--- config.mk ---
export PLATFORM = sky130hd
export DESIGN_NAME = handshake_tx_fsm
export DESIGN_NICKNAME = d
export VERILOG_FILES = /design/src/rtl/handshake_tx_fsm.sv
export SDC_FILE = /design/constraint.sdc
export NUM_CORES = 1
export LEC_CHECK = 0
export ABC_AREA = 1
export BUFFER_PORTS_ARGS = -buffer_cell sky130_fd_sc_hd__buf_2
export CAP_MARGIN = 20
export CORE_MARGIN = 3
export CORE_UTILIZATION = 60
export CTS_CLUSTER_SIZE = 16
export DETAILED_ROUTE_END_ITERATION = 8
export HOLD_SLACK_MARGIN = 0.1
export PLACE_DENSITY = 0.82
export SLEW_MARGIN = 15
export SYNTH_ARGS = -nofsm -noshare
export SYNTH_HDL_FRONTEND = slang
export SYNTH_SLANG_ARGS = --single-unit
--- constraint.sdc ---
create_clock -name clk -period 3.2 [get_ports clk]
set_input_delay 0.16 -clock clk [delete_from_list [all_inputs] [get_ports clk]]
set_output_delay 0.16 -clock clk [all_outputs]
set_load 0.01 [all_outputs]
--- src/rtl/handshake_tx_fsm.sv ---
// Transmit side of the 4-phase req/ack handshake toward the Pico.
// Takes words over valid/ready and runs one full req/ack cycle per word; it aborts if ack never rises.
module handshake_tx_fsm #(
  parameter int DATA_WIDTH     = 4,
  parameter int SETUP_CYCLES   = 2,
  parameter int TIMEOUT_CYCLES = 1024
) (
  input  logic                  clk,
  input  logic                  reset_n,
  input  logic [DATA_WIDTH-1:0] tx_data,
  input  logic                  tx_valid,
  output logic                  tx_ready,
  output logic [DATA_WIDTH-1:0] data,
  output logic                  req,
  input  logic                  ack,
  output logic                  done_pulse,
  output logic                  timeout_err
);

  localparam int CNT_W  = (SETUP_CYCLES > 0) ? $clog2(SETUP_CYCLES + 1) : 1;
  localparam int TCNT_W = (TIMEOUT_CYCLES > 0) ? $clog2(TIMEOUT_CYCLES + 1) : 1;
  localparam logic [CNT_W-1:0]  SETUP_LAST = CNT_W'(SETUP_CYCLES - 1);
  localparam logic [TCNT_W-1:0] TOUT_LAST  = TCNT_W'(TIMEOUT_CYCLES - 1);

  typedef enum logic [1:0] {
    IDLE          = 2'd0,
    SETUP         = 2'd1,
    WAIT_ACK_HIGH = 2'd2,
    WAIT_ACK_LOW  = 2'd3
  } state_t;

  state_t                state_r;
  logic [CNT_W-1:0]      cnt_r;
  logic [TCNT_W-1:0]     tcnt_r;
  logic [DATA_WIDTH-1:0] data_r;
  logic                  req_r;
  logic                  done_r;
  logic                  timeout_r;
  logic                  aborted_r;
  logic                  ack_s1_r;
  logic                  ack_s2_r;

  assign data        = data_r;
  assign req         = req_r;
  assign done_pulse  = done_r;
  assign timeout_err = timeout_r;
  assign tx_ready    = (state_r == IDLE) && !ack_s2_r;

  // Two-flop synchroniser for the asynchronous ack from the Pico
  always_ff @(posedge clk or negedge reset_n) begin
    if (!reset_n) begin
      ack_s1_r <= 1'b0;
      ack_s2_r <= 1'b0;
    end else begin
      ack_s1_r <= ack;
      ack_s2_r <= ack_s1_r;
    end
  end

  // Handshake sequencer: state, counters and every registered output
  always_ff @(posedge clk or negedge reset_n) begin
    if (!reset_n) begin
      state_r   <= IDLE;
      cnt_r     <= {CNT_W{1'b0}};
      tcnt_r    <= {TCNT_W{1'b0}};
      data_r    <= {DATA_WIDTH{1'b0}};
      req_r     <= 1'b0;
      done_r    <= 1'b0;
      timeout_r <= 1'b0;
      aborted_r <= 1'b0;
    end else begin
      done_r    <= 1'b0;
      timeout_r <= 1'b0;
      case (state_r)
        IDLE: begin
          if (tx_valid && tx_ready) begin
            data_r <= tx_data;
            cnt_r  <= {CNT_W{1'b0}};
            tcnt_r <= {TCNT_W{1'b0}};
            if (SETUP_CYCLES == 0) begin
              req_r   <= 1'b1;
              state_r <= WAIT_ACK_HIGH;
            end else begin
              state_r <= SETUP;
            end
          end else begin
            state_r <= IDLE;
          end
        end
        SETUP: begin
          if (cnt_r == SETUP_LAST) begin
            req_r   <= 1'b1;
            tcnt_r  <= {TCNT_W{1'b0}};
            state_r <= WAIT_ACK_HIGH;
          end else if (cnt_r != {CNT_W{1'b1}}) begin
            cnt_r <= cnt_r + CNT_W'(1);
          end else begin
            cnt_r <= cnt_r;
          end
        end
        WAIT_ACK_HIGH: begin
          // A real ack takes priority over a timeout expiring in the same clock
          if (ack_s2_r) begin
            req_r     <= 1'b0;
            aborted_r <= 1'b0;
            state_r   <= WAIT_ACK_LOW;
          end else if ((TIMEOUT_CYCLES != 0) && (tcnt_r == TOUT_LAST)) begin
            req_r     <= 1'b0;
            timeout_r <= 1'b1;
            aborted_r <= 1'b1;
            state_r   <= WAIT_ACK_LOW;
          end else if (tcnt_r != {TCNT_W{1'b1}}) begin
            tcnt_r <= tcnt_r + TCNT_W'(1);
          end else begin
            tcnt_r <= tcnt_r;
          end
        end
        WAIT_ACK_LOW: begin
          req_r <= 1'b0;
          if (!ack_s2_r) begin
            done_r  <= !aborted_r;
            state_r <= IDLE;
          end else begin
            state_r <= WAIT_ACK_LOW;
          end
        end
        default: begin
          req_r   <= 1'b0;
          state_r <= IDLE;
        end
      endcase
    end
  end

endmodule

# [Word-level counts from Yosys, hierarchy flattened]
# Index checks and enable logic that the tools add are counted.
[totals] output_inout_bits=8 regBits=25 in_bits=8 wordCells=69
[op_classes] reduce_logical=15 muxes=27 add_sub_neg=2 eq_ne=15
[op_table] operator="11-bit two-way mux" n=5
[op_table] operator="11-bit one-hot mux with 3 select lines" n=1
[op_table] operator="2-bit two-way mux" n=7
[op_table] operator="2-bit inequality test, second input constant" n=7
[op_table] operator="11-bit by 1-bit adder with 11-bit output, second input constant" n=1
[op_table] operator="11-bit by 10-bit == test with 1-bit output, second input constant" n=1
[op_table] operator="1-bit two-way mux" n=11
[op_table] operator="11-bit inequality test, second input constant" n=1
[op_table] operator="2-bit one-hot mux with 4 select lines" n=1
[op_table] operator="2-bit AND reduction" n=3
[op_table] operator="6-bit AND reduction" n=1
[op_table] operator="3-bit nonzero test" n=2
[op_table] operator="2-bit by 1-bit == test with 1-bit output, second input constant" n=2
[op_table] operator="2-bit == test, second input constant" n=2
[op_table] operator="2-bit one-hot mux with 2 select lines" n=1
[op_table] operator="4-bit AND reduction" n=1
[op_table] operator="2-bit nonzero test" n=2
[op_table] operator="3-bit inequality test, second input constant" n=1
[op_table] operator="1-bit one-hot mux with 3 select lines" n=1
[op_table] operator="3-bit AND reduction" n=1
[op_table] operator="2-bit by 1-bit adder with 2-bit output, second input constant" n=1
[op_table] operator="1-bit logical AND" n=2
[op_table] operator="1-bit zero test" n=2
[op_table] operator="2-bit zero test" n=1
[op_table] operator="2-bit by 1-bit inequality test with 1-bit output, second input constant" n=1

# [Logic depth before layout (Yosys ltp)]
[depth] depth_word=5 mapped_depth=10 depth_no_buf=10

# [Least setup slack after synthesis]
# No wires, ideal clock.
[synth_path] path_kind="reg-to-reg" startpoint="register tcnt_r[0]" endpoint="register tcnt_r[0]" arrival_time_ns=1.324 synth_period_minus_slack_ns=1.450 path_buffers=1 path_slack_ns=1.750 path_stages_with_launch=8 t_required_ns=3.074 setup_ns=0.126 cell_sequence="dfrtp_1 > ha_1 > nand2_1 > nor2_4 > nand3_4 > o21ai_4 > buf_6 > o21ai_0"
[synth_between] elab_chain_cells=5 word_cells_on_any_way=10 classes_between="add/sub: 1; eq/ne: 4; mux: 4; reduce/logical: 1"
[synth_lines] element="from (decl)" line="34" source="logic [TCNT_W-1:0] tcnt_r;"
[synth_lines] element="from (signal assigned)" line="65" source="tcnt_r <= {TCNT_W{1'b0}};"
[synth_lines] element="from (signal assigned)" line="79" source="tcnt_r <= {TCNT_W{1'b0}};"
[synth_lines] element="from (signal assigned)" line="93" source="tcnt_r <= {TCNT_W{1'b0}};"
[synth_lines] element="11-bit by 1-bit adder with 11-bit output" line="113" source="tcnt_r <= tcnt_r + TCNT_W'(1);"
[synth_lines] element="11-bit two-way mux" line="112" source="end else if (tcnt_r != {TCNT_W{1'b1}}) begin"
[synth_lines] element="11-bit two-way mux" line="107" source="end else if ((TIMEOUT_CYCLES != 0) && (tcnt_r == TOUT_LAST)) begin"
[synth_lines] element="11-bit two-way mux" line="103" source="if (ack_s2_r) begin"
[synth_lines] element="11-bit one-hot mux with 3 select lines" line="74" source="case (state_r)"
# Several ways; a longest one is shown, not always the timed one. The select of a mux whose other input is x is not followed.
# A chain may end at the register's enable or synchronous reset.

# [Worst setup path in the final report]
[layout_path] startpoint="register state_r[1]" endpoint="register tcnt_r[5]"
[layout_between] elab_chain_cells=5 word_cells_on_any_way=13 classes_between="eq/ne: 7; mux: 1; reduce/logical: 5"
[layout_lines] element="from (decl)" line="32" source="state_t state_r;"
[layout_lines] element="from (signal assigned)" line="63" source="state_r <= IDLE;"
[layout_lines] element="from (signal assigned)" line="82" source="state_r <= WAIT_ACK_HIGH;"
[layout_lines] element="from (signal assigned)" line="84" source="state_r <= SETUP;"
[layout_lines] element="2-bit zero test" line="47, 74"
[layout_lines] element="1-bit logical AND" line="47" source="assign tx_ready = (state_r == IDLE) && !ack_s2_r;"
[layout_lines] element="1-bit logical AND" line="76" source="if (tx_valid && tx_ready) begin"
[layout_lines] element="2-bit by 1-bit inequality test with 1-bit output (no line)"
[layout_lines] element="6-bit AND reduction (no line)"
# Several ways; a longest one is shown, not always the timed one.

==> results.cfg <==
[run_status]
status = finished clean

[logic_synthesis]
synthDominantCellAreaShare_pct = 48.6
synth-simple-area-share_pct = 31.2
synth_area_sq_um = 1290
netlist_instances = 164
yosys_most_used_dff = dfrtp_1
synth_seq_area_share_pct = 48.6
yosys.area.top_type = dfrtp_1
synth_compound_area_share_pct = 7.87
synth.area.top_cells = dfrtp_1 49%, nand2_1 16%, inv_1 6.1%, o21ai_0 5.8%, nand3_1 5.1%
synthMuxAreaShare_pct = 0
syn-num-nets = 175
synth_top_family_by_area = simple AND/OR/NAND/NOR gates
post-synth-top-count-cell = nand2_1
synth_seq_cells = 25
synthXorXnorAreaFrac_pct = 2.04
synth-edff-count = 0
ys_top_cells_by_count = 54 x nand2_1, 25 x dfrtp_1, 21 x inv_1, 17 x nor2_1, 15 x o21ai_0
avgSynthCellArea_sq_um = 7.85
ys_warn_count = 0
ys_async_sr_fraction_pct = 100
synth.distinct_cells = 18
synthAdderAreaFrac_pct = 2.92

[worst_hold_path]
whs_path_depth = 4
hold_class = input pin to register

[pwr]
ir_worst_vdd_uv = 233
sw_frac_of_total_pct = 22.5
intPower_uw = 373
p_per_area_nw_per_um2 = 327
p_seq_share_pct = 66.2
pwr-share-comb_pct = 3.4
p_sw_uw = 108
leakage_uw = 0.000748
power_frac_clock_pct = 30.4

[cells_and_area]
final_cell_area_sq_um = 1470
n_antenna_cell = 0
syn_to_final_growth_pct = 14.2
fillers = 148
final_cells = 214
drive_gt1_share_pct = 12.8
final_nets = 199

[global_route]
track_usage_pct = 20.7
grt_pass1_vias = 1022
grt_overflow_total = 0
antenna_found_initial = 0
grt_first_pass_wirelength_um = 4310
grt_max_degree = 26

[timing]
rsz0062_at_grt = no
hold_viol = 0
finalWorstSetupSlack_ps = 1090
fin_crit_ps = 2110
post-route-period-util_pct = 65.8
tightest_slew_ps = 633
slew_violations = 0
setup_viol = 0
fmax_mhz = 475
slew_headroom_pct = 57.6
finClkSkew_ps = 2.99
finalSetupTns_ps = 0

[route]
met2WireLength_um = 1200
remaining_drc_errors = 0
highest_layer = met4
finalWirelength_um = 2460
via_per_inst = 5.07
drtIter0Drc = 26
vias = 1085
firstDrtPassIters = 4
ant_nets = 0
met3_wirelength_um = 97
wl_met1_um = 1130
detail_route.wl_per_cell_um = 11.5

[clock_tree]
root_buffer = clkbuf_4
cts-htree-levels = 1
insertion_delay_ps = 320
clock_path_buffers = 2
cts_buffers = 3
cts_sinks = 25
tritoncts = yes
postCtsSetupBuffers = 0
cts_hold_buffers = 6
cts-resized-gates = 0
clkTransAtPathRegs_ps = 140

[floorplan]
pin_count = 16
initial_utilization_pct = 64.3
die_h_um = 52.3
die_x_um = 52.3
die-area_sq_um = 2740
rows = 16
core_area_sq_um = 2000

[setup_path]
cp_data_required_time_ps = 3430
worst_r2r_path_depth = 7
crit_path_start_kind = register
crit_type = register to register
critPathMaxFanout = 19
critPathArrivalTime_ps = 2330
crit_path_end_kind = register

[placed_design]
pre_cts_slack_ps = 1100
place.gp.congestion = 0.820
portBuffers = 15
dp_hpwl_um = 1800
placed_area_sq_um = 1380
place_inst = 204

[job]
maxCapViolations = 0
[registers in the layout (all words and copies together) (netlist names)]
name,count
data,4
ack_s1_r,1
tcnt_r,11
aborted_r,1
done_pulse,1
ack_s2_r,1
state_r,2
timeout_err,1
cnt_r,2
req,1
[logic make-up after synthesis]
kind of cell	Yosys count
AND/OR/NAND/NOR	92
adder cells (fa/ha/maj)	3
AO/OA/AOI/OAI	18
flip-flops	25
XOR/XNOR	3
buffers and inverters	23
[metal layers]
layer  up-vias  GRT usage (%)
met2        22           34.3
met3         4           2.56
met5         -              0
met1       498           28.0
li1        561              -
met4         0           6.81
[layout by cell type (no fill, tap or decap), types with 2 or more instances in the layout]
master,count
dfrtp_1,25
nand4_1,3
a21oi_1,2
buf_2,15
o21ai_0,15
dlygate4sd3_1,6
clkbuf_4,3
inv_1,21
ha_1,3
nand3_1,13
xnor2_1,2
nand2_1,54
nor2_1,17
nor2_4,2
[worst paths after layout]
kind | slack [ps] | start | to
setup / recovery | 1090 | state_r[1] | tcnt_r[5]
hold / removal | 210 | tx_valid | data[1]
setup reg to reg | 1090 | state_r[1] | tcnt_r[5]
hold reg to reg | 370 | ack_s1_r | ack_s2_r
max in group asynchronous | 2510 | reset_n | tcnt_r[5]
min in group asynchronous | 340 | reset_n | timeout_err
[critical path, stage by stage (launching register included)]
cell and delay [ps]:
dfrtp_1 420, inv_1 100, nor2_1 500, inv_1 250
o21ai_4 440, inv_1 140, nand2_1 100, nand2_1 50
[power by group through the flow]
stage	Sequential, uW	Combinational [uW]	Clock, uW
2_1_floorplan	324	0.686	0
3_3_place_gp	324	10.8	0
3_5_place_dp	324	11.2	0
4_1_cts	319	16.7	150
5_1_grt	319	18.8	161
6_report	319	16.5	146
[layout make-up]
class	count	area [sq um]	share of cell area (%)
Clock inverter	1	7.51	0.511
Clock buffer	3	22.5	1.53
Timing Repair Buffer	21	135	9.19
Inverter	21	78.8	5.36
Sequential cell	25	626	42.6
Tap cell	27	33.8	2.30
Multi-Input combinational cell	116	567	38.6
[stage by stage]
| stage | util, % | total power, uW | hold WS, ps |
|---|---|---|---|
| after global routing | 73.4 | 498 | 226 |
| after CTS | 73.4 | 485 | 197 |
| after floorplan | - | 325 | -136 |
| final | 73.4 | 481 | 213 |
| after detailed placement | 68.9 | 336 | 175 |
| after global placement | 68.9 | 335 | 168 |
Note: power is estimated with default switching activity, not from simulation.
